[src/rtl/vending_pkg.sv]
// Shared vending-machine types: coin encodings and values, dispenser FSM states, drink codes.
package vending_pkg;

    typedef enum logic [1:0] {
        COIN_NONE = 2'b00,
        COIN_ONE  = 2'b01,
        COIN_FIVE = 2'b10,
        COIN_TEN  = 2'b11
    } coin_t;

    localparam int unsigned ONE_VAL  = 1;
    localparam int unsigned FIVE_VAL = 5;
    localparam int unsigned TEN_VAL  = 10;

    typedef enum logic [1:0] {
        IDLE,
        SELECT,
        ISSUE,
        DONE
    } disp_state_t;

    typedef enum logic [1:0] {
        DRINK_NONE  = 2'b00,
        DRINK_WATER = 2'b01,
        DRINK_SODA  = 2'b10,
        DRINK_JUICE = 2'b11
    } drink_t;

    function automatic int unsigned coin_value(input coin_t c);
        case (c)
            COIN_ONE:  return ONE_VAL;
            COIN_FIVE: return FIVE_VAL;
            COIN_TEN:  return TEN_VAL;
            default:   return 0;
        endcase
    endfunction

endpackage

[src/rtl/coin_stock_counter.sv]
// Stock of one coin denomination: saturating refill add with an optional
// simultaneous single-coin decrement.
module coin_stock_counter #(
    parameter int CNT_W = 8,
    parameter int INIT  = 20
) (
    input  logic             clk,
    input  logic             rst_n,
    input  logic             refill,
    input  logic [CNT_W-1:0] refill_count,
    input  logic             dec,
    output logic [CNT_W-1:0] count
);

    logic [CNT_W-1:0] count_reg, count_next;
    logic [CNT_W:0]   base, sum;

    // One extra bit catches overflow of stock + refill; the decrement is
    // applied before clamping so a full counter plus refill minus one stays full.
    always_comb begin
        base = {1'b0, count_reg} + (refill ? {1'b0, refill_count} : '0);
        sum  = base;
        if (dec && (base != '0)) begin
            sum = base - (CNT_W + 1)'(1);
        end
        count_next = sum[CNT_W] ? '1 : sum[CNT_W-1:0];
    end

    always_ff @(posedge clk or negedge rst_n) begin
        if (!rst_n) begin
            count_reg <= CNT_W'(INIT);
        end else begin
            count_reg <= count_next;
        end
    end

    assign count = count_reg;

endmodule

[src/rtl/change_dispenser.sv]
// Pays out a change amount coin by coin (greedy 10/5/1, limited by stock) over a
// valid/ack hopper handshake. Optional CHANGE_TIMEOUT_EN abandons an un-acked coin.
module change_dispenser
    import vending_pkg::*;
#(
    parameter int CHANGE_W       = 5,
    parameter int CNT_W          = 8,
    parameter int INIT_TENS      = 20,
    parameter int INIT_FIVES     = 20,
    parameter int INIT_ONES      = 20,
    parameter int TIMEOUT_CYCLES = 64
) (
    input  logic                clk_i,
    input  logic                rst_i,
    input  logic                change_valid_i,
    input  logic [CHANGE_W-1:0] change_i,
    output logic                busy_o,
    output logic                coin_valid_o,
    output logic [1:0]          coin_type_o,
    input  logic                coin_ack_i,
    output logic                done_o,
    output logic                short_o,
    output logic [CHANGE_W-1:0] remaining_o,
    input  logic                refill_i,
    input  logic [1:0]          refill_type_i,
    input  logic [CNT_W-1:0]    refill_count_i,
    output logic [CNT_W-1:0]    stock_tens_o,
    output logic [CNT_W-1:0]    stock_fives_o,
    output logic [CNT_W-1:0]    stock_ones_o
);

    disp_state_t         state_reg, state_next;
    logic [CHANGE_W-1:0] remaining_reg, remaining_next;
    coin_t               coin_reg, coin_next;
    logic                short_reg, short_next;
    logic [2:0]          dec;           // index = coin code - 1: one, five, ten
    logic [CNT_W-1:0]    stock [3];
    logic [CHANGE_W-1:0] coin_amount;
    logic                timeout_hit;

    assign coin_amount = CHANGE_W'(coin_value(coin_reg));

`ifdef CHANGE_TIMEOUT_EN
    localparam int TMR_W = $clog2(TIMEOUT_CYCLES + 1);
    logic [TMR_W-1:0] timer_reg;

    always_ff @(posedge clk_i or negedge rst_i) begin
        if (!rst_i) begin
            timer_reg <= '0;
        end else if (state_reg != ISSUE) begin
            timer_reg <= '0;
        end else if (timer_reg != TMR_W'(TIMEOUT_CYCLES - 1)) begin
            timer_reg <= timer_reg + TMR_W'(1);
        end
    end

    assign timeout_hit = (state_reg == ISSUE) && (timer_reg == TMR_W'(TIMEOUT_CYCLES - 1));
`else
    logic unused_timeout;
    assign unused_timeout = (TIMEOUT_CYCLES > 0);
    assign timeout_hit    = 1'b0;
`endif

    always_comb begin
        state_next     = state_reg;
        remaining_next = remaining_reg;
        coin_next      = coin_reg;
        short_next     = short_reg;
        dec            = '0;
        case (state_reg)
            IDLE: begin
                if (change_valid_i) begin
                    remaining_next = change_i;
                    short_next     = 1'b0;
                    state_next     = SELECT;
                end
            end
            SELECT: begin
                if (remaining_reg == '0) begin
                    state_next = DONE;
                end else if ((remaining_reg >= CHANGE_W'(TEN_VAL)) && (stock[2] != '0)) begin
                    coin_next  = COIN_TEN;
                    state_next = ISSUE;
                end else if ((remaining_reg >= CHANGE_W'(FIVE_VAL)) && (stock[1] != '0)) begin
                    coin_next  = COIN_FIVE;
                    state_next = ISSUE;
                end else if ((remaining_reg >= CHANGE_W'(ONE_VAL)) && (stock[0] != '0)) begin
                    coin_next  = COIN_ONE;
                    state_next = ISSUE;
                end else begin
                    short_next = 1'b1;
                    state_next = DONE;
                end
            end
            ISSUE: begin
                if (coin_ack_i) begin
                    remaining_next = remaining_reg - coin_amount;
                    dec            = {coin_reg == COIN_TEN, coin_reg == COIN_FIVE, coin_reg == COIN_ONE};
                    state_next     = SELECT;
                end else if (timeout_hit) begin
                    // The abandoned coin stays in remaining and in stock.
                    short_next = 1'b1;
                    state_next = DONE;
                end
            end
            DONE: begin
                state_next = IDLE;
            end
            default: begin
                state_next = IDLE;
            end
        endcase
    end

    always_ff @(posedge clk_i or negedge rst_i) begin
        if (!rst_i) begin
            state_reg     <= IDLE;
            remaining_reg <= '0;
            coin_reg      <= COIN_NONE;
            short_reg     <= 1'b0;
        end else begin
            state_reg     <= state_next;
            remaining_reg <= remaining_next;
            coin_reg      <= coin_next;
            short_reg     <= short_next;
        end
    end

    generate
        for (genvar gi = 0; gi < 3; gi++) begin : g_stock
            coin_stock_counter #(
                .CNT_W (CNT_W),
                .INIT  ((gi == 0) ? INIT_ONES : ((gi == 1) ? INIT_FIVES : INIT_TENS))
            ) u_counter (
                .clk          (clk_i),
                .rst_n        (rst_i),
                .refill       (refill_i && (refill_type_i == 2'(gi + 1))),
                .refill_count (refill_count_i),
                .dec          (dec[gi]),
                .count        (stock[gi])
            );
        end
    endgenerate

    assign busy_o        = (state_reg != IDLE);
    assign coin_valid_o  = (state_reg == ISSUE);
    assign coin_type_o   = coin_valid_o ? coin_reg : COIN_NONE;
    assign done_o        = (state_reg == DONE);
    assign short_o       = done_o && short_reg;
    assign remaining_o   = remaining_reg;
    assign stock_ones_o  = stock[0];
    assign stock_fives_o = stock[1];
    assign stock_tens_o  = stock[2];

endmodule

[config.mk]
export PLATFORM = sky130hd
export DESIGN_NAME = change_dispenser
export DESIGN_NICKNAME = d
export VERILOG_FILES = /design/src/rtl/vending_pkg.sv /design/src/rtl/coin_stock_counter.sv /design/src/rtl/change_dispenser.sv
export SDC_FILE = /design/constraint.sdc
export NUM_CORES = 1
export LEC_CHECK = 0
export ABC_AREA = 1
export BUFFER_PORTS_ARGS = -buffer_cell sky130_fd_sc_hd__buf_2
export CAP_MARGIN = 25
export CORE_ASPECT_RATIO = 1.75
export CORE_UTILIZATION = 35
export CTS_BUF_LIST = sky130_fd_sc_hd__clkbuf_8
export DETAILED_ROUTE_END_ITERATION = 12
export SETUP_SLACK_MARGIN = 0.4
export SLEW_MARGIN = 20
export SYNTH_ARGS = -nofsm -noshare
export SYNTH_HDL_FRONTEND = slang
export SYNTH_SLANG_ARGS = --single-unit
[constraint.sdc]
create_clock -name clk_i -period 4.6 [get_ports clk_i]
set_clock_uncertainty 0.05 [all_clocks]
set_input_delay 0 -clock clk_i [delete_from_list [all_inputs] [get_ports clk_i]]
set_output_delay 0 -clock clk_i [all_outputs]
set_load 0.05 [all_outputs]
[After elaboration in Yosys (flattened, before gate mapping)]
Cells that the tools add are included.
Word-level totals
  latch bits: 0
  register bits after elaboration: 34
  word-level logic and storage cells: 91
  RAM bits: 0
  ROM bits: 0
  output and inout bits: 35
  bits of input ports: 20
  memories: 0
Operators by class
  mux-type cells: 32
  equality and inequality tests: 15
  reduce and logical (&&, ||, !) cells: 26
  div/mod/pow operators: 0
  shifts and indexed selects: 0
  order comparisons: 3
  $mul: 0
  $add $sub $neg: 7
  bitwise gates (word level): 1
Operators with widths (count)
  8-bit 2-to-1 mux: 6
  8-bit by 9-bit adder with 9-bit output: 3
  9-bit 2-to-1 mux: 3
  9-bit nonzero test: 3
  9-bit by 1-bit subtractor with 9-bit output, second input constant: 3
  8-bit nonzero test: 3
  2-bit equality test, second input constant: 6
  2-bit 2-to-1 mux: 6
  4-bit one-hot mux with 3 select lines: 1
  1-bit logical AND: 10
  5-bit 2-to-1 mux: 2
  2-bit != test, second input constant: 5
  5-bit one-hot mux with 2 select lines: 1
  1-bit 2-to-1 mux: 9
  2-bit one-hot mux with 4 select lines: 1
  2-bit by 1-bit equality test with 1-bit output, second input constant: 3
  3-bit 2-to-1 mux: 2
  3-bit AND reduction: 2
  6-bit AND reduction: 1
  2-bit nonzero test: 3
  5-bit by 1-bit greater-or-equal comparator with 1-bit output, second input constant: 1
  5-bit by 3-bit greater-or-equal comparator with 1-bit output, second input constant: 1
  5-bit by 4-bit greater-or-equal comparator with 1-bit output, second input constant: 1
  5-bit logical NOT: 1
  other kinds (7): 7

[Logic depth before layout (Yosys ltp)]
  depth after elaboration: 8
  depth in mapped cells: 21
  gate-level depth less buffers: 21

[By module]
Synthesis repeated with hierarchy kept, for this count alone.
Second synthesis, totals
  cell total of the unflattened synthesis: 665
  area, all modules: 4259.1 um^2
Modules (own cells, without submodules)
  coin_stock_counter at g_stock[0].u_counter ...: instances 2, area each 1126.1 um^2, sequential area each 202.7 um^2, cells each 176
  coin_stock_counter at g_stock[2].u_counter: instances 1, area each 1092.3 um^2, sequential area each 202.7 um^2, cells each 179
  change_dispenser: instances 1, area each 914.6 um^2, sequential area each 250.2 um^2, cells each 134

[Worst setup path after synthesis]
No wires, ideal clock.
  path kind: flip-flop to flip-flop
  start point: register g_stock[1].u_counter.count_reg[0]
  end point: register g_stock[1].u_counter.count_reg[7]
  setup slack: 2063 ps
  stages on the path, launching flop included: 16
  period minus slack after synthesis: 2537 ps
  required time: 4422 ps
  arrival: 2359 ps
  cells stage by stage: dfrtp_1 ha_1 inv_1 fa_1 inv_1 nand2_1 nand2_1 nand2_2 xnor2_1 nor2_2 nand3_2 buf_6 nand3_1 nand2_1 nand2_1 nand3_1
Between the ends
  longest elaborated chain between the ends: 5
  elaborated cells between the ends (all ways): 6
RTL lines
  start: declaration: RTL line coin_stock_counter.sv:15  | logic [CNT_W-1:0] count_reg, count_next;
  start signal: assignment: RTL line coin_stock_counter.sv:31  | count_reg <= CNT_W'(INIT);
  start signal: assignment: RTL line coin_stock_counter.sv:33  | count_reg <= count_next;
  8-bit by 9-bit adder with 9-bit output *: RTL line coin_stock_counter.sv:21  | base = {1'b0, count_reg} + (refill ? {1'b0, refill_count} : '0);
  branches (longest 2 deep; another with 9-bit by 1-bit subtractor with 9-bit output)
  9-bit 2-to-1 mux *: RTL line coin_stock_counter.sv:23  | if (dec && (base != '0)) begin
  8-bit 2-to-1 mux *: RTL line coin_stock_counter.sv:26  | count_next = sum[CNT_W] ? '1 : sum[CNT_W-1:0];
  via g_stock[1].u_counter.count_next[7]: RTL line coin_stock_counter.sv:15
Mark *: on every way through the listed nets, which the timed path passes.
A chain may end at the register's enable or synchronous reset.

[Worst setup path after layout]
  start point: register g_stock[1].u_counter.count_reg[0]
  end point: register g_stock[1].u_counter.count_reg[5]
Same word-level chain as after synthesis.

==> results.toml <==
[outcome]
status = "completed"

[placed_design]
dpl.hpwl_um = 9650
dpl-instance-area_um2 = 4420
port_buffers = 54
gp_congestion = 0.899

[sta]
hold_viol = 0
fin_setup_tns_ps = 0
setup_viol = 0
slew_headroom = 0.464
slew_violations = 0
max_freq_mhz = 364
worstMarginPinSlew_ps = 805
period_needed_ps = 2750
period_share = 0.597
hold_ws_ps = 281
rsz0062_at_grt = "false"

[worst_setup_path]
slowest_stage = "dfrtp_1"
critPathKind = "reg2reg"
r2r_setup_slack_ps = 1850
crit_path_frequent_cell = "nand2_1"
max_stage_delay_ps = 410
path_buf_inv = 3
crit_path_cell_trace = "ha_1 -> inv_1 -> fa_1 -> inv_1 -> nand2_1 -> nand2_1 -> nand2_2 -> xnor2_1 -> nor2_2 -> nand3_2 -> nand2_1 -> nand2_1 -> nand2_1 -> inv_1 -> nand3_1"
required_ps = 4710
cp_max_fo = 13
crit_family = "simple AND/OR/NAND/NOR gates"
end_kind = "flop"
crit_arrival_ps = 2860
worstSetupStartpointType = "flop"

[floorplanning]
start_util = 0.361
die_h_um = 144
core_um2 = 11200
floorplan.die_area_um2 = 12000
num_rows = 51
die_x_um = 83.2
io_pins = 55

[grt]
grt_pass1_vias = 4505
grt_pass1_wl_um = 19600
grt_max_degree = 35
gr-total-overflow = 0
antenna_found_initial = 0
grt_use_total = 0.203

[final_layout]
nNetsFinal = 775
antennaDiodeCount = 0
n_fill_cell = 1190
drive_gt1_frac = 0.139
syn_to_final_growth_pct = 14.1
post-route-cell-area_um2 = 4600
largest_reg_flops = 24

[detailed_routing]
ant_nets = 0
via_per_inst = 5.07
vias = 4286
drc = 0
drt_iter0_drc = 172
first_pass_iters = 5
wire_per_inst_um = 13.6
wirelength_um = 11500

[power_and_ir_drop]
p_total_mw = 3.17
p_leak_nw = 2.59
power.density_nw_per_um2 = 688
vdd.ir_drop.worst_mv = 0.372

[cts]
holdBufCountCts = 9
cts_setup_buffers = 0
cts.sinks = 34
clk_latency_ps = 290
clk_path_buf_depth = 2
cts_tree = "yes"
post_cts_resize_count = 0
cts_inserted_buffers = 5
htreeDepth = 2
ctsRootBufferMaster = "clkbuf_8"
clkTransAtPathRegs_ps = 80

[logic_synthesis]
ys_warn_count = 0
synth_seq_cells = 34
synth_cells = 649
syn_area_um2 = 4040
synthDistinctLibCells = 36
avgSynthCellArea_um2 = 6.22
syn-num-nets = 712
ys_seq_area_frac = 0.213

[worst_hold_path]
min_path_type = "in2async"

[run]
cap_violations = 0
==> final cells by class <==
| class | count | area [um2] | share of cell area |
|---|---|---|---|
| clock buffer | 6 | 82.6 | 0.0179 |
| clock inverter | 2 | 12.5 | 0.00272 |
| inverter | 107 | 402 | 0.0872 |
| multi-input combinational | 501 | 2720 | 0.592 |
| sequential | 34 | 858 | 0.186 |
| tap | 132 | 165 | 0.0359 |
| timing repair buffer | 63 | 360 | 0.0783 |
==> layout by cell type (no fill, tap or decap), types with 2 or more instances in the layout <==
master and n:
a21oi_1 14, buf_2 54, clkbuf_8 6, clkinv_1 3
dfrtp_1 28, dfstp_2 6, dlygate4sd3_1 9, fa_1 4
ha_1 39, inv_1 104, nand2_1 194, nand2_2 5
nand3_1 91, nand3_2 10, nand4_1 8, nand4_2 3
nor2_1 74, nor2_2 9, nor3_1 3, nor4_1 2
o211ai_1 2, o21ai_0 12, o21bai_1 3, o221ai_1 2
or2_1 2, or2_4 3, xnor2_1 8, xor2_1 5
==> logic make-up (layout without fill, tap and decap cells) <==
kind of cell | Yosys count | after routing | share of synthesized area
buffers and inverters | 114 | 178 | 0.113
AOI/OAI and AO/OA | 38 | 38 | 0.0546
and+or+nand+nor | 407 | 407 | 0.451
adders and majority gates | 43 | 43 | 0.141
xor gates and xnor gates | 13 | 13 | 0.0282
DFF | 34 | 34 | 0.213
==> routing by layer <==
metal / vias to the layer above / GRT usage / part of all wire
met5: - / 0 / 0
met4: 0 / 0.104 / 0.039
met3: 37 / 0.0388 / 0.050
met2: 126 / 0.402 / 0.53
met1: 1944 / 0.196 / 0.38
li1: 2179 / - / -
==> synthesized netlist by cell type <==
library cell,instances,area share
nand2_1,194,0.18
inv_1,104,0.097
nand3_1,91,0.11
nor2_1,74,0.069
ha_1,39,0.12
dfrtp_1,28,0.17
a21oi_1,14,0.017
o21ai_0,12,0.015
nand3_2,10,0.025
nor2_2,9,0.014
nand4_1,8,0.012
xnor2_1,8,0.017
dfstp_2,6,0.039
nand2_2,5,0.0077
xor2_1,5,0.011
fa_1,4,0.020
buf_2,3,0.0037
buf_6,3,0.0084
clkinv_1,3,0.0028
nand4_2,3,0.0093
nor3_1,3,0.0037
o21bai_1,3,0.0056
or2_4,3,0.0065
nor4_1,2,0.0031
o211ai_1,2,0.0037
o221ai_1,2,0.0043
or2_1,2,0.0031
a21boi_0,1,0.0019
a22oi_1,1,0.0019
a31oi_1,1,0.0016
and2_1,1,0.0016
clkbuf_1,1,0.00093
o21a_1,1,0.0019
o22ai_1,1,0.0016
or2_0,1,0.0016
or2_2,1,0.0016
==> power breakdown <==
part	switching (mW)	internal (mW)	total (mW)	leakage (nW)
Clock	0.121	0.120	0.241	0.0472
Sequential	0.164	0.466	0.630	0.385
Combinational	1.61	0.684	2.30	2.15
==> per-stage QoR <==
| step | instances | setup WS (ps) | util |
|---|---|---|---|
| after floorplan | 649 | 2060 | - |
| after global placement | 828 | 1710 | 0.396 |
| after detailed placement | 828 | 1620 | 0.396 |
| after CTS | 845 | 1850 | 0.412 |
| after global routing | 845 | 1580 | 0.412 |
| final | 845 | 1850 | 0.412 |
==> worst paths after layout <==
kind,start,endpoint,cells past startpoint
max,g_stock[1].u_counter.count[0],g_stock[1].u_counter.count[5],15
min,rst_i,state_reg[0],2
max reg2reg,g_stock[1].u_counter.count[0],g_stock[1].u_counter.count[5],15
min reg2reg,short_reg,short_reg,2
max in group asynchronous,rst_i,g_stock[0].u_counter.count[0],2
min in group clk_i,refill_count_i[0],g_stock[0].u_counter.count[0],7
Note: power is estimated with default switching activity, not from simulation.
